### src/rtl/mul_pkg.sv
// Shared types, sizing constants and carry-lookahead helpers for the sequential multiplier.
package mul_pkg;

    typedef enum logic [1:0] {
        IDLE = 2'd0,
        CALC = 2'd1,
        FIX  = 2'd2,
        DONE = 2'd3
    } state_e;

    localparam int unsigned MUL_W    = 32;
    localparam int unsigned MUL_ITER = 32;
    localparam int unsigned MUL_LAT  = 34;

    // Internal carries c1..c3 of a 4-wide lookahead group; c4 comes from la4_gen at the next level.
    function automatic logic [2:0] la4_carry(input logic [2:0] g, input logic [2:0] p, input logic ci);
        logic [2:0] c;
        c[0] = g[0] | (p[0] & ci);
        c[1] = g[1] | (p[1] & g[0]) | (p[1] & p[0] & ci);
        c[2] = g[2] | (p[2] & g[1]) | (p[2] & p[1] & g[0]) | (p[2] & p[1] & p[0] & ci);
        return c;
    endfunction

    function automatic logic la4_gen(input logic [3:0] g, input logic [3:0] p);
        return g[3] | (p[3] & g[2]) | (p[3] & p[2] & g[1]) | (p[3] & p[2] & p[1] & g[0]);
    endfunction

endpackage

### src/rtl/cla_32.sv
// 32-bit carry-lookahead adder: eight 4-bit blocks, two 16-bit super-groups, top-level carry.
module cla_32
    import mul_pkg::*;
(
    input  logic [MUL_W-1:0] a,
    input  logic [MUL_W-1:0] b,
    input  logic             c_in,
    output logic [MUL_W-1:0] s,
    output logic             c_out
);

    localparam int unsigned NBLK = MUL_W / 4;
    localparam int unsigned NSUP = NBLK / 4;

    logic [MUL_W-1:0] g;
    logic [MUL_W-1:0] p;
    logic [MUL_W-1:0] ci_bit;
    logic [NBLK-1:0]  blk_g;
    logic [NBLK-1:0]  blk_p;
    logic [NBLK-1:0]  ci_blk;
    logic [NSUP-1:0]  sup_g;
    logic [NSUP-1:0]  sup_p;
    logic [NSUP-1:0]  ci_sup;

    assign g = a & b;
    assign p = a ^ b;

    // Block-level generate/propagate and per-bit carries from each block's carry-in.
    for (genvar i = 0; i < NBLK; i++) begin : g_blk
        assign blk_g[i]              = la4_gen(g[4*i +: 4], p[4*i +: 4]);
        assign blk_p[i]              = &p[4*i +: 4];
        assign ci_bit[4*i]           = ci_blk[i];
        assign ci_bit[4*i + 1 +: 3]  = la4_carry(g[4*i +: 3], p[4*i +: 3], ci_blk[i]);
    end

    for (genvar j = 0; j < NSUP; j++) begin : g_sup
        assign sup_g[j]              = la4_gen(blk_g[4*j +: 4], blk_p[4*j +: 4]);
        assign sup_p[j]              = &blk_p[4*j +: 4];
        assign ci_blk[4*j]           = ci_sup[j];
        assign ci_blk[4*j + 1 +: 3]  = la4_carry(blk_g[4*j +: 3], blk_p[4*j +: 3], ci_sup[j]);
    end

    assign ci_sup[0] = c_in;
    assign ci_sup[1] = sup_g[0] | (sup_p[0] & c_in);
    assign c_out     = sup_g[1] | (sup_p[1] & sup_g[0]) | (sup_p[1] & sup_p[0] & c_in);

    assign s = p ^ ci_bit;

endmodule

### src/rtl/mul_seq_32.sv
// Radix-2 shift-add 32x32->64 multiplier with sign/magnitude handling and fixed 34-cycle latency.
module mul_seq_32
    import mul_pkg::*;
#(
    parameter int unsigned WIDTH = MUL_W
)
(
    input  logic             clk,
    input  logic             rst,
    input  logic             start,
    input  logic             is_signed,
    input  logic [WIDTH-1:0] a,
    input  logic [WIDTH-1:0] b,
    output logic             busy,
    output logic             done,
    output logic [WIDTH-1:0] hi,
    output logic [WIDTH-1:0] lo
);

    localparam int unsigned PW = 2 * WIDTH;
    localparam int unsigned CW = $clog2(MUL_ITER);

    state_e           state_q, state_d;
    logic [CW-1:0]    count_q, count_d;
    logic [WIDTH:0]   acc_q, acc_d;
    logic [WIDTH-1:0] lo_sh_q, lo_sh_d;
    logic [WIDTH-1:0] mcand_q, mcand_d;
    logic [WIDTH-1:0] hi_q, hi_d;
    logic [WIDTH-1:0] lo_q, lo_d;
    logic             neg_q, neg_d;
    logic             busy_q, busy_d;
    logic             done_q, done_d;

    logic [WIDTH-1:0] a_mag_c;
    logic [WIDTH-1:0] b_mag_c;
    logic [WIDTH-1:0] sum_c;
    logic             carry_c;
    logic [WIDTH:0]   step_c;
    logic [PW-1:0]    prod_c;
    logic [PW-1:0]    res_c;

    cla_32 u_cla (
        .a     (acc_q[WIDTH-1:0]),
        .b     (mcand_q),
        .c_in  (1'b0),
        .s     (sum_c),
        .c_out (carry_c)
    );

    // Operand magnitudes, per-iteration partial sum and the final sign-corrected product.
    always_comb begin
        a_mag_c = (is_signed && a[WIDTH-1]) ? WIDTH'(~a + WIDTH'(1)) : a;
        b_mag_c = (is_signed && b[WIDTH-1]) ? WIDTH'(~b + WIDTH'(1)) : b;
        step_c  = lo_sh_q[0] ? {carry_c, sum_c} : acc_q;
        prod_c  = {acc_q[WIDTH-1:0], lo_sh_q};
        res_c   = neg_q ? PW'(~prod_c + PW'(1)) : prod_c;
    end

    always_ff @(posedge clk or posedge rst) begin
        if (rst) state_q <= IDLE;
        else     state_q <= state_d;
    end

    always_comb begin
        state_d = state_q;
        case (state_q)
            IDLE:    if (start) state_d = CALC;
            CALC:    if (count_q == CW'(MUL_ITER - 1)) state_d = FIX;
            FIX:     state_d = DONE;
            DONE:    state_d = IDLE;
            default: state_d = IDLE;
        endcase
    end

    always_comb begin
        count_d = count_q;
        acc_d   = acc_q;
        lo_sh_d = lo_sh_q;
        mcand_d = mcand_q;
        neg_d   = neg_q;
        hi_d    = hi_q;
        lo_d    = lo_q;
        busy_d  = (state_d != IDLE);
        done_d  = (state_d == DONE);
        case (state_q)
            IDLE: begin
                if (start) begin
                    lo_sh_d = a_mag_c;
                    mcand_d = b_mag_c;
                    neg_d   = is_signed & (a[WIDTH-1] ^ b[WIDTH-1]);
                    acc_d   = '0;
                    count_d = '0;
                end
            end
            CALC: begin
                // Shift {carry,sum,lo_sh} right by one; the dropped lo_sh bit was just consumed.
                acc_d   = {1'b0, step_c[WIDTH:1]};
                lo_sh_d = {step_c[0], lo_sh_q[WIDTH-1:1]};
                count_d = count_q + CW'(1);
            end
            FIX: begin
                {hi_d, lo_d} = res_c;
            end
            default: ;
        endcase
    end

    always_ff @(posedge clk or posedge rst) begin
        if (rst) begin
            count_q <= '0;
            acc_q   <= '0;
            lo_sh_q <= '0;
            mcand_q <= '0;
            neg_q   <= 1'b0;
            hi_q    <= '0;
            lo_q    <= '0;
            busy_q  <= 1'b0;
            done_q  <= 1'b0;
        end else begin
            count_q <= count_d;
            acc_q   <= acc_d;
            lo_sh_q <= lo_sh_d;
            mcand_q <= mcand_d;
            neg_q   <= neg_d;
            hi_q    <= hi_d;
            lo_q    <= lo_d;
            busy_q  <= busy_d;
            done_q  <= done_d;
        end
    end

    assign busy = busy_q;
    assign done = done_q;
    assign hi   = hi_q;
    assign lo   = lo_q;

endmodule

### config.mk
export PLATFORM = sky130hd
export DESIGN_NAME = mul_seq_32
export DESIGN_NICKNAME = d
export VERILOG_FILES = /design/src/rtl/mul_pkg.sv /design/src/rtl/cla_32.sv /design/src/rtl/mul_seq_32.sv
export SDC_FILE = /design/constraint.sdc
export NUM_CORES = 1
export LEC_CHECK = 0
export CORE_ASPECT_RATIO = 1.5
export CORE_MARGIN = 2
export CORE_UTILIZATION = 30
export CTS_CLUSTER_DIAMETER = 50
export CTS_CLUSTER_SIZE = 12
export DETAILED_ROUTE_END_ITERATION = 6
export HOLD_SLACK_MARGIN = 0.02
export PLACE_DENSITY_LB_ADDON = 0.25
export SLEW_MARGIN = 30
export SYNTH_ARGS = -nofsm -noshare
export SYNTH_HDL_FRONTEND = slang
export SYNTH_HIERARCHICAL = 1
export SYNTH_SLANG_ARGS = --single-unit
### constraint.sdc
create_clock -name clk -period 7.7 [get_ports clk]
set_input_delay 1.925 -clock clk [delete_from_list [all_inputs] [get_ports clk]]
set_output_delay 1.925 -clock clk [all_outputs]
set_load 0.005 [all_outputs]
**Word level (Yosys, flattened, before mapping)**

Cells that the tools add are included.

- Bitwise gates (word level): 224
- Div/mod/pow operators: 0
- Multiplexer cells: 13
- Equality and inequality tests: 6
- Shift operators: 0
- Add/sub/neg operators: 4
- Multiply operators: 0
- $lt $le $gt $ge: 0
- Reductions and logical operators: 15

Operators with widths:

| cell | count |
|---|---|
| 1-bit AND | 132 |
| 32-bit two-way mux | 3 |
| 1-bit bitwise OR | 85 |
| 33-bit two-way mux | 2 |
| 33-bit case mux with 2 select lines | 1 |
| 32-bit by 1-bit adder with 32-bit output (second input constant) | 2 |
| 64-bit by 1-bit adder with 64-bit output (second input constant) | 1 |
| 64-bit two-way mux | 1 |
| 32-bit NOT | 2 |
| 64-bit NOT | 1 |
| 32-bit case mux with 2 select lines | 1 |
| 32-bit bitwise XOR | 2 |
| 32-bit AND | 1 |
| 4-bit AND reduction | 7 |
| 16-bit AND reduction | 1 |
| 5-bit case mux with 2 select lines | 1 |
| 2-bit case mux with 4 select lines | 1 |
| 2-bit equality test (second input constant) | 3 |
| 5-bit by 1-bit adder with 5-bit output (second input constant) | 1 |
| 5-bit equality test (second input constant) | 1 |
| 5-bit two-way mux | 1 |
| 2-bit two-way mux | 2 |
| 2-bit AND reduction | 2 |
| 2-bit nonzero test | 2 |
| 5 further kinds | 6 |

- Memories: 0
- Memory bits (writable): 0
- Latch bits: 0
- Bits in read-only memories: 0
- Output and inout bits: 66
- Flip-flop bits (word level): 171
- Input port bits: 68

**Depth between registers and ports, before layout**

- Depth in word-level cells: 16
- Depth in mapped cells: 12
- Gate-level depth less buffers: 11

**Cells and area by module**

Netlist, hierarchy kept.

Modules (own cells, without submodules):

| module | cells an instance | area an instance (um2) | instances |
|---|---|---|---|
| mul_seq_32 | 1022 | 9381.5 | 1 |
| cla_32 | 191 | 1507.7 | 1 |

**Worst setup path before layout**

Ideal clock, no wire load.

- Path type: input -> register
- Start point: input port b[0]
- End point: register mcand_q[15]
- Stages on the path: 6
- Path buffers: 0
- Arrival time: 3.818 ns
- Setup slack: 3.753 ns
- Data required time: 7.571 ns
- Cell sequence: or4_1 -> or4_4 -> or4_1 -> o31ai_2 -> xor2_1 -> o21ai_1

- Longest elaborated chain between the ends: 3

RTL lines:

| what | line | RTL |
|---|---|---|
| start: declaration | mul_seq_32.sv:13 | `input logic [WIDTH-1:0] b,` |
| 32-bit NOT | mul_seq_32.sv:53 | `b_mag_c = (is_signed && b[WIDTH-1]) ? WIDTH'(~b + WIDTH'(1)) : b;` |
| 32-bit by 1-bit adder with 32-bit output | mul_seq_32.sv:53 |  |
| 32-bit two-way mux | mul_seq_32.sv:53 |  |
| end signal: assignment | mul_seq_32.sv:123 | `mcand_q <= mcand_d;` |
| end: declaration | mul_seq_32.sv:27 | `logic [WIDTH-1:0] mcand_q, mcand_d;` |

No other way between the ends.
A chain may end at the register's enable or synchronous reset.

**Worst setup path in the final report**

- Start point: input port b[1]
- End point: register mcand_q[25]

The elaborated chain is that of the path after synthesis.

==> key figures <==
Critical path
  • WP buf/inv: 1
  • Crit path kind: primary input to register
  • Crit Path Max Fanout: 8
  • Setup crit start kind: primary input
  • CP Cell Sequence: clkdlybuf4s50_1, or4_1, or4_4, or2_0, o41ai_4, xor2_1, o21ai_1
  • Delay of the slowest critical-path stage: 0.59 ns
  • Crit path max-delay family: simple AND/OR/NAND/NOR gates
  • Critical Path RT: 8.00 ns
  • Crit path arrival time: 4.53 ns
  • Critical-path top delay cell: or4_1
  • R2r setup slk: 4.00 ns
  • Critical Path Sink Type: register

Timing
  • Setup_tns: 0 ns
  • Worst slew pin tran: 1.06 ns
  • Slew Viols, Final: 0
  • Relative slew slack: 0.292
  • Period Utilization, post-route: 0.550
  • RSZ-0062 raised after global routing: no
  • Minimum clock period after layout: 4.23 ns
  • # setup viols final: 0
  • Layout Skew: 0.0110 ns
  • Max Freq: 236 MHz
  • Final hold vios: 0

Yosys
  • Register bit total from synthesis: 170
  • Xor/xnor share of the synthesized area: 0.112
  • Seq/Total Area, Yosys: 0.391
  • Post-synthesis compound-gate area fraction: 0.210
  • Post-synthesis mux area share: 0.0313
  • Cells after synthesis: 1213
  • Cell Area, Synth: 10900 sq um
  • Simple-Gate Fraction of Synth Area: 0.166
  • Post-synth EDFFs: 0
  • Synth top area cells: dfrtp_1 (39%), xor2_1 (7.9%), o21ai_0 (7.6%)
  • Prevailing post-synth register cell: dfrtp_1
  • Async set-reset flop share out of synthesis: 1.00
  • Top-area cell type share of the netlist area: 0.391
  • Post-Synth Adder-Cell Area: 0.0572
  • Largest area contributor in the netlist: dfrtp_1
  • Largest family of logic cells by synthesized area: compound AO/OA/AOI/OAI gates
  • Synth unique cells: 79
  • Yosys warnings: 6
  • Avg Cell Area, Syn: 8.98 sq um

Layout
  • Multi-input gate area: 6320 sq um
  • FILL cells: 3715
  • Final Net Count: 1423
  • Share of cells above drive strength 1: 0.0613
  • Finished Layout Cells: 1800
  • Storage cell area: 4260 sq um
  • Area delta synth->final: 21.7%
  • Post-Route Utilization: 0.370

Placement
  • DP Wirelength: 23.6 mm
  • Number of port buffers: 133
  • Dpl cells: 1769
  • GP Congestion: 0.825

Global routing
  • First-pass GRT wire length: 51.7 mm
  • Initial antenna violation count: 1
  • Total GRT Usage: 0.173
  • Largest net degree at the start of global routing: 92
  • Vias in the first global route: 9384
  • Total grt overflow: 0

Drt
  • Overall routed net length: 31.9 mm
  • DR WL/cell: 17.7 um
  • DRT Pass-1 Iters: 5
  • Initial DRC count: 465
  • Drc violations: 0
  • Final ANT Viol Nets: 0
  • Vias: 9299
  • Via density: 5.17

Clock tree
  • Clock-pin slew on the worst setup and hold paths: 0.06 ns
  • # resized after CTS: 0
  • Hold Buf Count CTS: 0
  • CTS Sinks: 170
  • CTS buffer count: 17
  • CTS root buf: clkbuf_16
  • CTS H-tree depth: 4
  • Clock Latency Late Sink: 0.45 ns
  • Max clock buf depth: 2
  • CTS tree: built
  • Post-CTS Repair Setup Buffers: 0

Floorplan
  • Die W: 160 um
  • Die H: 237 um
  • Initial Util: 0.304
  • Die Area: 37900 sq um
  • Top-level I/O count: 134
  • Area of the core: 35800 sq um
  • Row cnt: 85

Power
  • Peak supply drop: 0.164 mV
  • Pwr Total: 4.59 mW
  • Power Density: 346 nW/um^2
  • Leak: 5.31 nW

Hold path
  • Hold Path Class: register to register

Flow run
  • Max Cap Viol: 0

Status
  • Status: finished clean
## synth_stat cells, drive strengths merged, types with 3 or more instances
cell / n
o21ai: 181
nand2: 175
dfrtp: 170
xor2: 98
clkbuf: 57
nor2: 55
a21oi: 53
xnor2: 41
ha: 37
mux2i: 34
o31ai: 31
or4: 27
nor3: 25
o41ai: 23
inv: 21
o22ai: 19
a22oi: 18
nand4: 15
or3: 15
nand3: 14
nor4: 12
buf: 9
fa: 8
nand2b: 8
a31oi: 7
or2: 7
a21o: 6
and2: 5
and3: 4
o211ai: 4
o311ai: 3
## metrics by stage
step | cell area (sq um) | hold WS (ns) | setup WS (ns)
floorplan | 10900 | 0.449 | 1.17
global placement | 12700 | 0.461 | 3.04
detailed placement | 12700 | 0.469 | 3.00
CTS | 13200 | 0.485 | 3.48
global route | 13300 | 0.496 | 3.32
finish | 13300 | 0.475 | 3.47
## layout by cell type (no fill, tap or decap), types with 7 or more instances in the layout
| master | n |
|---|---|
| nor2_1 | 55 |
| nand2b_1 | 8 |
| a31oi_1 | 7 |
| clkbuf_16 | 17 |
| or4_1 | 22 |
| dfrtp_1 | 168 |
| o41ai_2 | 9 |
| mux2i_1 | 34 |
| nand2_1 | 173 |
| a21oi_1 | 52 |
| o22ai_1 | 19 |
| o41ai_1 | 13 |
| or3_1 | 14 |
| a22oi_1 | 18 |
| fa_1 | 8 |
| nor4_1 | 11 |
| o21ai_0 | 165 |
| inv_1 | 20 |
| nand3_1 | 12 |
| nor3_1 | 23 |
| xor2_1 | 98 |
| o31ai_1 | 30 |
| buf_4 | 9 |
| o21ai_1 | 14 |
| ha_1 | 37 |
| xnor2_1 | 41 |
| nand4_1 | 15 |
| clkdlybuf4s50_1 | 133 |
## state kept, by name, indices dropped and copies added (netlist names)
| name | flops |
|---|---|
| lo | 32 |
| count_q | 5 |
| done | 1 |
| mcand_q | 32 |
| lo_sh_q | 32 |
| hi | 32 |
| neg_q | 1 |
| acc_q | 32 |
| state_q | 2 |
| busy | 1 |
## path summary, 6_finish.rpt
check | start | to | cells past startpoint
min in group asynchronous | rst | lo[24] | 2
max in group asynchronous | rst | lo_sh_q[0] | 3
worst min register to register | lo[20] | lo[20] | 2
worst max-delay path | b[1] | mcand_q[25] | 7
worst min-delay path | lo[20] | lo[20] | 2
worst max register to register | lo_sh_q[0] | hi[25] | 7
## where the power goes
part	leakage [nW]	total (mW)	switching [mW]	internal, mW
Combinational	2.85	2.11	1.15	0.955
Sequential	2.17	1.62	0.440	1.18
Clock	0.289	0.871	0.363	0.508
Total	5.31	4.59	1.95	2.64
## per-layer routing
metal	share of wire	global-route usage	routed length, um	vias up
met3	0.030	0.0248	961	41
met4	0.027	0.0752	850	0
li1	-	-	-	4581
met2	0.53	0.313	16800	188
met5	0	0	0	-
met1	0.42	0.203	13400	4489
## cell type report
cell class / count / share of cell area
multi-input cells: 956 / 0.477
inverters: 23 / 0.00708
flip-flops and latches: 170 / 0.321
diodes: 1 / 0.000189
well taps: 478 / 0.0451
clock buffers: 23 / 0.0368
repair buffers: 142 / 0.106
clock inverters: 7 / 0.00699
## kinds of logic (layout without fill, tap and decap cells)
| kind of cell | count (synthesis) | after routing |
|---|---|---|
| muxes | 34 | 34 |
| DFF | 170 | 170 |
| other | 1 | 4 |
| xor gates and xnor gates | 139 | 139 |
| and+or+nand+nor | 371 | 371 |
| AOI/OAI and AO/OA | 364 | 364 |
| adders and majority gates | 45 | 45 |
| buffers and inverters | 89 | 195 |
## worst reg2reg max path, delay by kind of cell (launching register included)
family	cells	cell delay, ns
buf+inv	1	0.31
compound gates	2	0.86
xor+xnor	1	0.29
flops	1	0.39
simple gates	3	1.70
Power figures use the tool's default switching activity.
